--- config.mk ---
export PLATFORM = sky130hd
export DESIGN_NAME = sfu_result_collector
export DESIGN_NICKNAME = d
export VERILOG_FILES = /design/src/rtl/sfu_result_collector.sv
export SDC_FILE = /design/constraint.sdc
export NUM_CORES = 1
export LEC_CHECK = 0
export BUFFER_PORTS_ARGS = -buffer_cell sky130_fd_sc_hd__buf_2
export CORE_ASPECT_RATIO = 1.2
export CORE_MARGIN = 4
export CORE_UTILIZATION = 60
export DETAILED_ROUTE_END_ITERATION = 12
export GPL_TIMING_DRIVEN = 1
export PLACE_DENSITY = 0.82
export SLEW_MARGIN = 25
export SYNTH_ARGS = -nofsm -noshare
export SYNTH_HDL_FRONTEND = slang
export SYNTH_SLANG_ARGS = --single-unit
--- constraint.sdc ---
create_clock -name clk -period 4.7 [get_ports clk]
set_clock_uncertainty 0.2 [all_clocks]
set_input_delay 0 -clock clk [delete_from_list [all_inputs] [get_ports clk]]
set_output_delay 0 -clock clk [all_outputs]
set_load 0.05 [all_outputs]
--- src/rtl/sfu_result_collector.sv ---
// Pairs in-order SFU results with the opcodes of the operations that produced them,
// buffering results until the core takes them. Occupancy and sticky error flag are exported.
module sfu_result_collector #(
    parameter int DEPTH = 4
) (
    input  logic                     clk,
    input  logic                     rst,
    input  logic                     start_i,
    input  logic [2:0]               selop_i,
    input  logic                     res_valid_i,
    input  logic [31:0]              res_data_i,
    output logic                     accept_o,
    output logic                     valid_o,
    output logic [31:0]              data_o,
    output logic [2:0]               selop_o,
    input  logic                     ready_i,
    output logic [$clog2(DEPTH):0]   pending_o,
    output logic                     err_o
);

    localparam int AW = $clog2(DEPTH);
    localparam int CW = AW + 1;

    logic [2:0]    tag_mem [DEPTH];
    logic [2:0]    res_tag_mem [DEPTH];
    logic [31:0]   res_dat_mem [DEPTH];

    logic [AW-1:0] tag_wr_q, tag_wr_d, tag_rd_q, tag_rd_d;
    logic [AW-1:0] res_wr_q, res_wr_d, res_rd_q, res_rd_d;
    logic [CW-1:0] tag_cnt_q, tag_cnt_d, res_cnt_q, res_cnt_d;
    logic          err_q, err_d;

    logic          issue, cap, pop;

    assign pending_o = tag_cnt_q + res_cnt_q;
    assign accept_o  = (pending_o < CW'(DEPTH));
    assign valid_o   = (res_cnt_q != '0);
    // Outputs read as zero while empty so reset and idle values are well defined.
    assign data_o    = valid_o ? res_dat_mem[res_rd_q] : '0;
    assign selop_o   = valid_o ? res_tag_mem[res_rd_q] : '0;
    assign err_o     = err_q;

    always_comb begin
        issue     = start_i & accept_o;
        cap       = res_valid_i & (tag_cnt_q != '0);
        pop       = valid_o & ready_i;

        tag_wr_d  = tag_wr_q;
        tag_rd_d  = tag_rd_q;
        res_wr_d  = res_wr_q;
        res_rd_d  = res_rd_q;

        if (issue) tag_wr_d = tag_wr_q + AW'(1);
        if (cap) begin
            tag_rd_d = tag_rd_q + AW'(1);
            res_wr_d = res_wr_q + AW'(1);
        end
        if (pop) res_rd_d = res_rd_q + AW'(1);

        tag_cnt_d = tag_cnt_q + CW'(issue) - CW'(cap);
        res_cnt_d = res_cnt_q + CW'(cap) - CW'(pop);

        err_d     = err_q | (start_i & ~accept_o) | (res_valid_i & (tag_cnt_q == '0));
    end

    always_ff @(posedge clk or posedge rst) begin
        if (rst) begin
            tag_wr_q  <= '0;
            tag_rd_q  <= '0;
            res_wr_q  <= '0;
            res_rd_q  <= '0;
            tag_cnt_q <= '0;
            res_cnt_q <= '0;
            err_q     <= 1'b0;
        end else begin
            tag_wr_q  <= tag_wr_d;
            tag_rd_q  <= tag_rd_d;
            res_wr_q  <= res_wr_d;
            res_rd_q  <= res_rd_d;
            tag_cnt_q <= tag_cnt_d;
            res_cnt_q <= res_cnt_d;
            err_q     <= err_d;
        end
    end

    // Storage needs no reset: contents are only observable behind the occupancy counters.
    always_ff @(posedge clk) begin
        if (issue) tag_mem[tag_wr_q] <= selop_i;
        if (cap) begin
            res_tag_mem[res_wr_q] <= tag_mem[tag_rd_q];
            res_dat_mem[res_wr_q] <= res_data_i;
        end
    end

endmodule

## Word-level counts from Yosys, hierarchy flattened

Memories as Yosys holds them, arrays and structs flattened.
Cells that the tools add are included.

| word-level totals | value |
|---|---|
| bits in latches | 0 |
| register bits after elaboration | 15 |
| memories | 3 |
| bits in writable memories | 152 |
| ROM bits | 0 |
| output and inout bits | 41 |
| logic and storage cells | 37 |
| input bits | 40 |

| operators by class | value |
|---|---|
| divide/modulo/power cells | 0 |
| shift operators | 0 |
| order comparisons | 1 |
| $mul | 0 |
| eq/ne operators | 0 |
| reductions and logical operators | 3 |
| multiplexer cells | 6 |
| add/subtract/negate cells | 9 |
| bitwise gates (word level) | 8 |

Memory list:

| name | depth | bits a word | read ports | clocked after memory_dff | wr ports | line | source |
|---|---|---|---|---|---|---|---|
| res_dat_mem | 4 | 32 | 1 | 0 | 1 | 26 | `logic [31:0] res_dat_mem [DEPTH];` |
| res_tag_mem | 4 | 3 | 1 | 0 | 1 | 25 | `logic [2:0] res_tag_mem [DEPTH];` |
| tag_mem | 4 | 3 | 1 | 0 | 1 | 24 | `logic [2:0] tag_mem [DEPTH];` |

Operators by type and width:

| operator | count |
|---|---|
| 2-to-1 mux 32 bit | 1 |
| adder 2 x 1 -> 2 bit, second input constant | 4 |
| adder 3 x 1 -> 3 bit | 2 |
| nonzero test 3 bit | 2 |
| subtractor 3 x 1 -> 3 bit | 2 |
| bitwise AND 1 bit | 5 |
| 2-to-1 mux 1 bit | 4 |
| adder 3 bit | 1 |
| logical NOT 3 bit | 1 |
| < comparator 3 bit, second input constant | 1 |
| 2-to-1 mux 3 bit | 1 |
| OR 1 bit | 2 |
| NOT 1 bit | 1 |

## Depth between registers and ports, before layout

Gate-level depths: netlist of the first run.

| depth | value |
|---|---|
| depth after elaboration | 6 |
| depth in mapped cells | 12 |
| mapped depth without buffers | 12 |

## Worst setup path after synthesis of the first run

OpenSTA, ideal clock, no wires.

| path | value |
|---|---|
| path kind | register -> register |
| start | register tag_cnt_q[0] |
| end | register tag_cnt_q[2] |
| clock period less this slack | 3089 ps |
| buffers on the path | 0 |
| library setup time | 128 ps |
| data arrival time | 2761 ps |
| path slack | 1611 ps |
| data required time | 4372 ps |
| stages on the path, launching flop included | 13 |
| cells stage by stage | dfrtp_1 ha_1 fa_1 xnor3_2 and2_4 inv_1 ha_1 inv_1 ha_1 inv_1 fa_1 xnor2_1 xnor2_1 |

| on the way | value |
|---|---|
| longest elaborated chain between the ends | 5 |
| elaborated cells on any way between the ends | 7 |
| classes of those cells | add/sub (3); order compare (1); bitwise (2); reduce/logical (1) |

Ends and longest elaborated chain:

| what | line | source |
|---|---|---|
| start, declared | 30 | `logic [CW-1:0] tag_cnt_q, tag_cnt_d, res_cnt_q, res_cnt_d;` |
| start signal, assigned | 80 | `tag_cnt_q <= tag_cnt_d;` |
| adder 3 bit | 35 | `assign pending_o = tag_cnt_q + res_cnt_q;` |
| < comparator 3 bit | 36 | `assign accept_o = (pending_o < CW'(DEPTH));` |
| via accept_o | 12 | `output logic accept_o,` |
| bitwise AND 1 bit | 44 | `issue = start_i & accept_o;` |
| adder 3 x 1 -> 3 bit | 60 | `tag_cnt_d = tag_cnt_q + CW'(issue) - CW'(cap);` |
| subtractor 3 x 1 -> 3 bit | 60 |  |
| via tag_cnt_d[2] | 30 |  |

The timed path passes the listed nets, and every way through them passes these cells.
A chain may end at the register's enable or synchronous reset.

## Worst setup path after layout of the first run

| path | value |
|---|---|
| start | register res_cnt_q[1] |
| end | register res_cnt_q[2] |

| on the way | value |
|---|---|
| longest elaborated chain between the ends | 3 |
| elaborated cells on any way between the ends | 4 |
| classes of those cells | add/sub (2); bitwise (1); reduce/logical (1) |

Ends and longest elaborated chain:

| what | line | source |
|---|---|---|
| start, declared | 30 |  |
| start signal, assigned | 81 | `res_cnt_q <= res_cnt_d;` |
| nonzero test 3 bit | 37 | `assign valid_o = (res_cnt_q != '0);` |
| bitwise AND 1 bit | 46 | `pop = valid_o & ready_i;` |
| via pop | 33 | `logic issue, cap, pop;` |
| subtractor 3 x 1 -> 3 bit | 61 | `res_cnt_d = res_cnt_q + CW'(cap) - CW'(pop);` |
| via res_cnt_d[2] | 30 |  |

The timed path passes the listed nets, and every way through them passes these cells.

==> metrics.csv, run 1 <==
stage;metric;value;unit
run_status;status;finished clean;
cts;root_buffer;clkbuf_16;
worst_setup_path;cp_max_fo;38;
detailed_routing;drt_iter0_markers;270;
floorplanning;core;10620;µm²
worst_setup_path;r2r_cells;9;
global_route;grt_pass1_wl;19780;µm
cts;ctsResizeCount;0;
floorplanning;die_y;122.9;µm
timing;min_period;3062;ps
finish;area_growth;23.30;%
floorplanning;io_pins;81;
worst_setup_path;worst_ep_required_time;4830;ps
placement;routabilityCongestion;0.7060;
floorplanning;die_area;12760;µm²
detailed_routing;dr.pass1.iters;5;
yosys;synth_nets;370;
cts;worstSkewPairLatency;420;ps
floorplanning;initial_utilization;0.6220;
timing;fmax;0.3265;GHz
detailed_routing;ant_nets;0;
yosys;yosys.cell_types.count;23;
detailed_routing;avgViaCountPerCell;5.659;
timing;fin_crit_sh;0.6516;
floorplanning;die_w;103.8;µm
cts;cts_buffers;17;
finish;drive_gt1_frac;0.3546;
placement;io_buffer_count;80;
global_route;track_usage;0.2092;
global_route;antenna_found_initial;1;
min_path;hold_path_class;in2reg;
worst_setup_path;slowest_stage;or3_2;
global_route;grt_max_degree;39;
min_path;hp-start;selop_i[0];
worst_setup_path;crit_family;simple AND/OR/NAND/NOR gates;
worst_setup_path;worstSetupPathType;reg2reg;
worst_setup_path;startpoint;res_cnt_q[1]$_DFF_PP0_;
timing;fin_setup_tns;0;ps
worst_setup_path;r2r_end;res_cnt_q[2]$_DFF_PP0_;
worst_setup_path;end_kind;register;
timing;drv_slew;0;
worst_setup_path;max_stage_delay;790;ps
cts;clk_pin_slew;60;ps
yosys;synthCells;314;
global_route;met2_usage;0.3482;
timing;rsz0062_at_grt;no;
global_route;grt_util_met3;0.05796;
global_route;grt-ovfl-total;0;
cts;cts.sinks;167;
worst_setup_path;cp_num_buf_inv;2;
detailed_routing;wire_per_inst;21.49;µm
yosys;ys_seq_elements;167;
yosys;syn_area_per_cell;21.04;µm²
worst_setup_path;crit_chain;or3_2, and2_1, ha_1, inv_1, ha_1, inv_1, fa_1, xnor2_1, xnor2_1;
detailed_routing;wl;12550;µm
worst_setup_path;r2r_start;res_cnt_q[1]$_DFF_PP0_;
timing;worst_pin_slew;961.6;ps
flow_run;cap_violations;0;
timing;finalSetupViolations;0;
timing;max_slew_margin;0.3590;
global_route;top_usage_layer;met2;
min_path;hold-path-endpoint;tag_mem[1][0]$_DFFE_PP_;
global_route;gr-usage-met1;0.2666;
worst_setup_path;worstSetupStartpointType;register;
finish;fill_cells;548;
yosys;synth_warnings;0;
min_path;hold_depth;2;
cts;cts_tree;built;
worst_setup_path;arrival;3200;ps
placement;dpl.hpwl;6783;µm
cts;cts_buffer_depth;2;
yosys;yosysSeqAreaShare;0.7479;
detailed_routing;route.vias.total;3305;
floorplanning;rows;41;
detailed_routing;drc;0;
global_route;grt_pass1_vias;3568;
cts;ctsHtreeMaxLevel;4;
worst_setup_path;ff2ff_setup_slack;1640;ps
yosys;syn_area;6605;µm²
finish;num-nets-final;497;
timing;final_hold_viol_count;0;
cts;cts_setup_buffers;0;
==> worst max path at each step <==
| stage | to | slack (ps) | cells past startpoint |
|---|---|---|---|
| floorplan | tag_cnt_q[2]$_DFF_PP0_ | 1610 | 12 |
| global placement | res_cnt_q[2]$_DFF_PP0_ | 1530 | 9 |
| detailed placement | res_cnt_q[2]$_DFF_PP0_ | 1650 | 9 |
| CTS | res_cnt_q[2]$_DFF_PP0_ | 1590 | 9 |
| global route | tag_cnt_q[2]$_DFF_PP0_ | 1490 | 12 |
| finish | res_cnt_q[2]$_DFF_PP0_ | 1640 | 9 |
==> sequential cells by signal, summed over array words and instances, names as in the netlist <==
signal	count
res_dat_mem	128
res_tag_mem	12
tag_mem	12
res_cnt_q	3
tag_cnt_q	3
res_rd_q	2
res_wr_q	2
tag_rd_q	2
tag_wr_q	2
err_o	1
==> routing by layer <==
metal	part of all wire	vias to the layer above	wire, µm
met2	0.54	127	6745
met4	0.017	0	208
met5	0	-	0
met3	0.058	17	732
li1	-	1481	-
met1	0.39	1680	4862
==> cells in the final DEF, fill, tap and decap left out, drive strengths merged, types with 2 or more instances in the layout <==
cell type,netlist,final
edfxtp,152,152
buf,6,81
dlygate4sd3,0,41
and2,41,41
mux4,38,38
clkbuf,8,23
dfrtp,15,15
inv,14,14
ha,13,13
xnor2,8,8
and3,4,4
bufinv,0,4
clkinv,0,4
fa,3,3
xor2,2,2
nand2,2,2
==> final cells by class <==
cell class / instances / area, µm² / share of cell area
timing repair buffer: 122 / 818.3 / 0.1005
antenna: 1 / 2.502 / 0.0003073
inverter: 14 / 52.55 / 0.006453
clock buffer: 23 / 467.9 / 0.05746
sequential: 167 / 4942 / 0.6069
tap: 129 / 161.4 / 0.01982
clock inverter: 9 / 150.1 / 0.01844
multi-input combinational: 119 / 1549 / 0.1902
==> cell families (layout without fill, tap and decap cells) <==
logic type | after synthesis | after routing | synth area share
flip-flops | 167 | 167 | 0.7479
AND/OR/NAND/NOR | 50 | 50 | 0.04736
multiplexers | 39 | 39 | 0.1318
buffers and inverters | 28 | 168 | 0.01856
adder cells (fa/ha/maj) | 16 | 16 | 0.03372
XOR/XNOR | 11 | 11 | 0.01686
AO/OA/AOI/OAI | 3 | 3 | 0.003788
other | 0 | 1 | 0
==> worst register-to-register path: cells and delay by family (launching register included) <==
family / cells / cell delay (ps)
XOR/XNOR: 2 / 320
buffers and inverters: 2 / 110
flip-flops: 1 / 450
adder cells (fa/ha/maj): 3 / 800
AND/OR/NAND/NOR: 2 / 1100
==> metrics by stage <==
stage / hold WS (ps) / cells / worst slack (ps) / utilization / instance area [µm²]
after CTS: 113.6 / 583 / 1591 / 0.7667 / 8142
after detailed placement: -102.1 / 510 / 1651 / 0.6698 / 7113
after global routing: 139.0 / 584 / 1494 / 0.7669 / 8144
final: 132.3 / 584 / 1638 / 0.7669 / 8144
after floorplan: -298.5 / 314 / 1611 / - / 6605
after global placement: -111.4 / 510 / 1527 / 0.6697 / 7112
==> timing repair <==
item / in CTS / in global routing
hold buffers: 41 / 0
hold endpoints to repair: 176 / 0
endpoints found under the setup margin: 0 / 0
==> synthesized netlist by cell type, drive strengths merged <==
library cell | instances | area (µm²)
dfrtp | 15 | 375.4
xnor3 | 1 | 23.77
o31a | 1 | 10.01
ha | 13 | 162.7
nand2 | 2 | 7.510
or3 | 1 | 6.260
inv | 14 | 52.55
clkbuf | 8 | 30.03
xnor2 | 8 | 70.07
mux2 | 1 | 15.01
fa | 3 | 60.06
o21ai | 1 | 5.000
and3 | 4 | 30.03
nand3 | 1 | 5.000
a221o | 1 | 10.01
mux4 | 38 | 855.8
xor2 | 2 | 17.52
buf | 6 | 40.04
edfxtp | 152 | 4564
and2 | 41 | 259.0
nor3 | 1 | 5.000
Power of run 1 is not shown: default switching activity piles up to over one toggle a cycle in this logic, so the estimate is an artifact.
==> inputs of run 2 (changes only) <==
Settings changed: ABC_AREA set to 1, CORE_UTILIZATION 60 to 58, PLACE_DENSITY 0.82 to 0.79.
Clock period 4.7 ns to 2.9 ns, I/O delays scaled along.
==> run 2 against run 1 <==
  * First-iteration DRC count grew 29%
  * Highest routed layer unchanged
  * Critical path type unchanged
  * Final area grew 2.8%
  * Hold slack lost 120 ps
==> metrics.csv, run 2 <==
stage;metric;value;unit
run_status;status;finished clean;
floorplanning;die_w;106.9;µm
timing;min_period;2810;ps
timing;final_hold_viol_count;0;
global_route;grt_pass1_vias;4706;
detailed_routing;avgViaCountPerCell;5.394;
global_route;grt_pass1_wl;23050;µm
detailed_routing;drc;0;
cts;cts_buffer_depth;2;
min_path;hold_path_class;in2async;
finish;area_growth;22.91;%
finish;diodes;0;
yosys;yosys.area.top_type;edfxtp_1;
timing;max_slew_margin;0.4982;
yosys;synth_nets;601;
detailed_routing;wl;14450;µm
worst_setup_path;r2r_cells;12;
floorplanning;io_pins;81;
timing;drv_slew;0;
global_route;grt_max_degree;40;
finish;layout_common_cells;edfxtp_1 (152), nor2_1 (151), buf_2 (80);
worst_setup_path;arrival;2950;ps
worst_setup_path;ff2ff_setup_slack;90;ps
timing;fin_crit_sh;0.9688;
cts;ctsHtreeMaxLevel;4;
floorplanning;core;11510;µm²
detailed_routing;drt_iter0_markers;348;
yosys;synth_top_area_share;0.6701;
worst_setup_path;cp_max_fo;4;
floorplanning;die_y;126.7;µm
floorplanning;die_area;13550;µm²
yosys;ys_seq_elements;167;
worst_setup_path;worstSetupPathType;reg2reg;
yosys;synth_edf_count;152;
worst_setup_path;worstSetupStartpointType;register;
detailed_routing;wire_per_inst;17.10;µm
cts;worstSkewPairLatency;410;ps
timing;worst_pin_slew;751.6;ps
yosys;synthTopCellsByCount;nor2_1 (155), edfxtp_1 (152), o21ai_0 (64);
detailed_routing;dr.pass1.iters;5;
placement;dpl.hpwl;8294;µm
worst_setup_path;r2r_end;tag_cnt_q[2]$_DFF_PP0_;
placement;routabilityCongestion;0.8443;
global_route;grt-ovfl-total;0;
yosys;synth-main-ff-cell;edfxtp_1;
worst_setup_path;r2r_start;tag_cnt_q[0]$_DFF_PP0_;
worst_setup_path;worst_ep_required_time;3040;ps
finish;layout.cells.non_filler;845;
yosys;syn_area;6812;µm²
cts;root_buffer;clkbuf_16;
detailed_routing;ant_nets;0;
flow_run;cap_violations;0;
cts;cts_buffers;17;
finish;largest_reg_flops;128;
yosys;yosys.cell_types.count;23;
finish;drive_gt1_frac;0.2049;
floorplanning;rows;43;
yosys;yosysSeqAreaShare;0.7252;
yosys;async_flop_share;0.08982;
finish;num-nets-final;731;
detailed_routing;route.vias.total;4558;
yosys;synth.most_common_cell;nor2_1;
timing;finalSetupViolations;0;
yosys;synth_warnings;0;
yosys;synthTopCellsByArea;edfxtp_1 (67%), nor2_1 (8.5%), dfrtp_1 (5.5%);
floorplanning;initial_utilization;0.5916;
placement;dp_cells;771;
worst_setup_path;end_kind;register;
cts;clk_pin_slew;60;ps
cts;cts.sinks;167;
timing;fmax;0.3559;GHz
finish;top_register;res_dat_mem;
cts;cts_tree;built;
global_route;track_usage;0.2241;
yosys;syn_area_per_cell;12.50;µm²
placement;io_buffer_count;80;
finish;layout_commonest_cell;edfxtp_1;
finish;largestRegisters;res_dat_mem: 128 flops, res_tag_mem: 12 flops, tag_mem: 12 flops;
global_route;antenna_found_initial;0;
yosys;synthCells;545;
[run 2: worst max path at each step]
stage | startpoint | end | slack [ps]
6_report | tag_cnt_q[0]$_DFF_PP0_ | tag_cnt_q[2]$_DFF_PP0_ | 90
5_1_grt | tag_cnt_q[0]$_DFF_PP0_ | tag_cnt_q[2]$_DFF_PP0_ | -20
4_1_cts | tag_cnt_q[0]$_DFF_PP0_ | tag_cnt_q[2]$_DFF_PP0_ | 40
3_5_place_dp | tag_cnt_q[0]$_DFF_PP0_ | tag_cnt_q[2]$_DFF_PP0_ | 60
3_3_place_gp | tag_cnt_q[0]$_DFF_PP0_ | tag_cnt_q[2]$_DFF_PP0_ | 190
2_1_floorplan | tag_cnt_q[1]$_DFF_PP0_ | res_dat_mem[0][0]$_DFFE_PP_ | 90
[run 2: critical path, stage by stage, from the launching register on]
cell and delay [ps]:
dfrtp_1 410, ha_1 230, fa_1 390, inv_1 100, nand3_2 130, nand3_2 120, ha_1 230, inv_1 60
ha_1 130, inv_1 50, fa_2 340, xnor2_1 190, xor2_1 160
[run 2: what timing repair did]
item,4_1_cts,5_1_grt
setup endpoints to repair,0,1
setup buffers,0,2
endpoints found under the hold margin,177,0
hold buffers,40,0
resized for setup,0,3
[run 2: area by class of cell]
cell class | instances | area (µm²)
Clock buffer | 18 | 429.2
Sequential cell | 167 | 4941
Clock inverter | 14 | 146.4
Inverter | 33 | 126.4
Fill cell | 748 | 3142
Timing Repair Buffer | 136 | 920.9
Tap cell | 157 | 196.4
Multi-Input combinational cell | 320 | 1612
[run 2: cell families after synthesis]
kind of cell	share of synthesized area
compound gates	0.08652
buf+inv	0.04408
simple gates	0.1025
fa+ha+maj	0.03270
xor+xnor	0.009001
flops	0.7252
[run 2: per-layer routing]
metal	wire (µm)	GRT usage	share of wire
met1	5425	0.2581	0.38
met2	7772	0.3973	0.54
met3	996	0.05344	0.069
met4	254	0.09782	0.018
met5	0	0	0
[run 2: through the flow]
stage / worst slack, ps / TNS, ps / hold WS (ps) / instance area, µm² / utilization
after floorplan: 90.12 / 0 / -298.5 / 6812 / -
after global placement: 187.2 / 0 / -109.2 / 7371 / 0.6402
after detailed placement: 63.94 / 0 / -83.04 / 7371 / 0.6402
after CTS: 41.15 / 0 / 18.27 / 8347 / 0.7250
after global routing: -24.40 / -24.40 / 52.21 / 8372 / 0.7271
final: 90.46 / 0 / 14.53 / 8372 / 0.7271
Power of run 2 is left out for the same reason.
==> inputs of run 3 (changes only) <==
Settings changed: CORE_ASPECT_RATIO 1.2 to 2.
==> run 3 against run 2 <==
  * The run now ends with negative hold slack left
  * Final area decreased by 0.15%
  * Via count up 0.97%
  * First-iteration DRC count increased by 14%
  * Final cell count shrank 2.0%
  * Hold slack got worse by 20 ps
  * Sequential share of layout area up 0.088 points
  * Register-to-register slack gained 50 ps
  * Largest cell class unchanged
==> metrics.csv, run 3 (synthesis results as in run 2) <==
stage;metric;value;unit
timing;finalSetupViolations;0;
detailed_routing;ant_nets;0;
timing;fin_crit_sh;0.9516;
finish;postLayoutCellArea;8359;µm²
timing;final_hold_viol_count;10;
detailed_routing;highest_layer;met4;
run_status;violations;negative hold slack;
timing;min_period;2760;ps
floorplanning;die_area;13650;µm²
placement;placed_area;7365;µm²
timing;fmax;0.3623;GHz
detailed_routing;met3_length;917;µm
finish;area_growth;22.72;%
global_route;grt-ovfl-total;0;
worst_setup_path;ff2ff_setup_slack;140;ps
cts;cts.sinks;167;
worst_setup_path;r2r_end;tag_cnt_q[2]$_DFF_PP0_;
finish;top_register;res_dat_mem;
floorplanning;initial_utilization;0.5963;
placement;routabilityCongestion;0.7388;
worst_setup_path;end_kind;register;
timing;worst_pin_slew;758.2;ps
run_status;status;finished, violations left;
timing;whs;-5.406;ps
worst_setup_path;worstSetupStartpointType;register;
timing;drv_slew;0;
finish;layout_commonest_cell;edfxtp_1;
finish;fill_cells;718;
detailed_routing;route.vias.total;4602;
cts;clk_pin_slew;60;ps
floorplanning;die_y;161.3;µm
placement;io_buffer_count;80;
finish;diodes;0;
floorplanning;io_pins;81;
worst_setup_path;worst_ep_required_time;3000;ps
detailed_routing;wire_per_inst;17.80;µm
detailed_routing;avgViaCountPerCell;5.558;
global_route;grt_pass1_vias;4757;
global_route;antenna_found_initial;0;
finish;drive_gt1_frac;0.2041;
finish;largest_reg_flops;128;
detailed_routing;drc;0;
global_route;track_usage;0.2225;
cts;worstSkewPairLatency;420;ps
finish;largestRegisters;res_dat_mem: 128 flops, res_tag_mem: 12 flops, tag_mem: 12 flops;
global_route;grt_max_degree;41;
finish;post-route-util;0.7318;
cts;cts_setup_buffers;0;
timing;fin_setup_tns;0;ps
timing;rsz0062_at_grt;no;
worst_setup_path;r2r_start;res_cnt_q[0]$_DFF_PP0_;
floorplanning;die_w;84.63;µm
min_path;hold_path_class;in2async;
detailed_routing;dr.pass1.iters;5;
floorplanning;rows;55;
detailed_routing;wl;14740;µm
finish;layout_common_cells;edfxtp_1 (152), nor2_1 (151), buf_2 (80);
cts;ctsHtreeMaxLevel;4;
detailed_routing;drt_iter0_markers;395;
worst_setup_path;r2r_cells;12;
timing;max_slew_margin;0.4938;
cts;cts_buffers;17;
floorplanning;core;11420;µm²
detailed_routing;dr_wl_met2;8337;µm
finish;num-nets-final;729;
cts;cts_tree;built;
cts;root_buffer;clkbuf_16;
global_route;grt_pass1_wl;23140;µm
worst_setup_path;worstSetupPathType;reg2reg;
placement;dpl.hpwl;8779;µm
flow_run;cap_violations;0;
detailed_routing;m1WireLength;5098;µm
worst_setup_path;arrival;2860;ps
cts;cts_buffer_depth;2;
worst_setup_path;cp_max_fo;4;
==> run 3: cell types whose count changed in the layout (fill, tap and decap cells not counted) <==
cell / previous run / this run
buf_4: 16 / 13
xnor2_1: 2 / 1
clkinvlp_4: 1 / 4
inv_8: 1 / 0
clkinv_2: 4 / 2
xnor2_2: 0 / 1
clkinv_4: 0 / 1
buf_12: 0 / 1
inv_6: 5 / 4
==> run 3: cell type report <==
class,instances,area (µm²),share of cell area
Multi-Input combinational cell,320,1619,0.1937
Clock inverter,14,147.6,0.01766
Timing Repair Buffer,134,918.4,0.1099
Clock buffer,18,429.2,0.05134
Sequential cell,167,4941,0.5911
Tap cell,142,177.7,0.02125
Inverter,33,126.4,0.01512
==> run 3: how the worst max path moves through the flow <==
stage	start	endpoint
CTS	res_cnt_q[0]$_DFF_PP0_	tag_cnt_q[2]$_DFF_PP0_
finish	res_cnt_q[0]$_DFF_PP0_	tag_cnt_q[2]$_DFF_PP0_
global placement	tag_cnt_q[0]$_DFF_PP0_	tag_cnt_q[2]$_DFF_PP0_
floorplan	tag_cnt_q[1]$_DFF_PP0_	res_dat_mem[0][0]$_DFFE_PP_
detailed placement	res_cnt_q[0]$_DFF_PP0_	tag_cnt_q[2]$_DFF_PP0_
global route	tag_cnt_q[0]$_DFF_PP0_	tag_cnt_q[2]$_DFF_PP0_
==> run 3: what timing repair did <==
action                     in CTS  in global routing
setup endpoints to repair       0                  1
hold buffers                   40                  0
hold endpoints to repair      179                  0
resized for setup               0                  4
==> run 3: worst max-delay path, stage by stage, from the launching register on <==
cell	delay (ps)
dfrtp_1	410
ha_1	210
fa_2	350
inv_1	80
nand3_2	110
nand3_2	110
ha_1	230
inv_1	60
ha_1	130
inv_1	40
fa_1	400
xnor2_2	150
xor2_1	140
==> run 3: per-stage QoR <==
| step | instances | setup slack [ps] |
|---|---|---|
| global placement | 756 | 162.7 |
| floorplan | 545 | 90.12 |
| detailed placement | 756 | 80.32 |
| finish | 828 | 140.2 |
| CTS | 828 | 58.49 |
| global route | 828 | 42.51 |
==> run 3: routing by layer <==
metal,vias up,GRT usage
li1,2146,-
met1,2233,0.2312
met2,191,0.4161
met3,32,0.05360
met4,0,0.09438
met5,-,0
Power of run 3 is left out for the same reason.
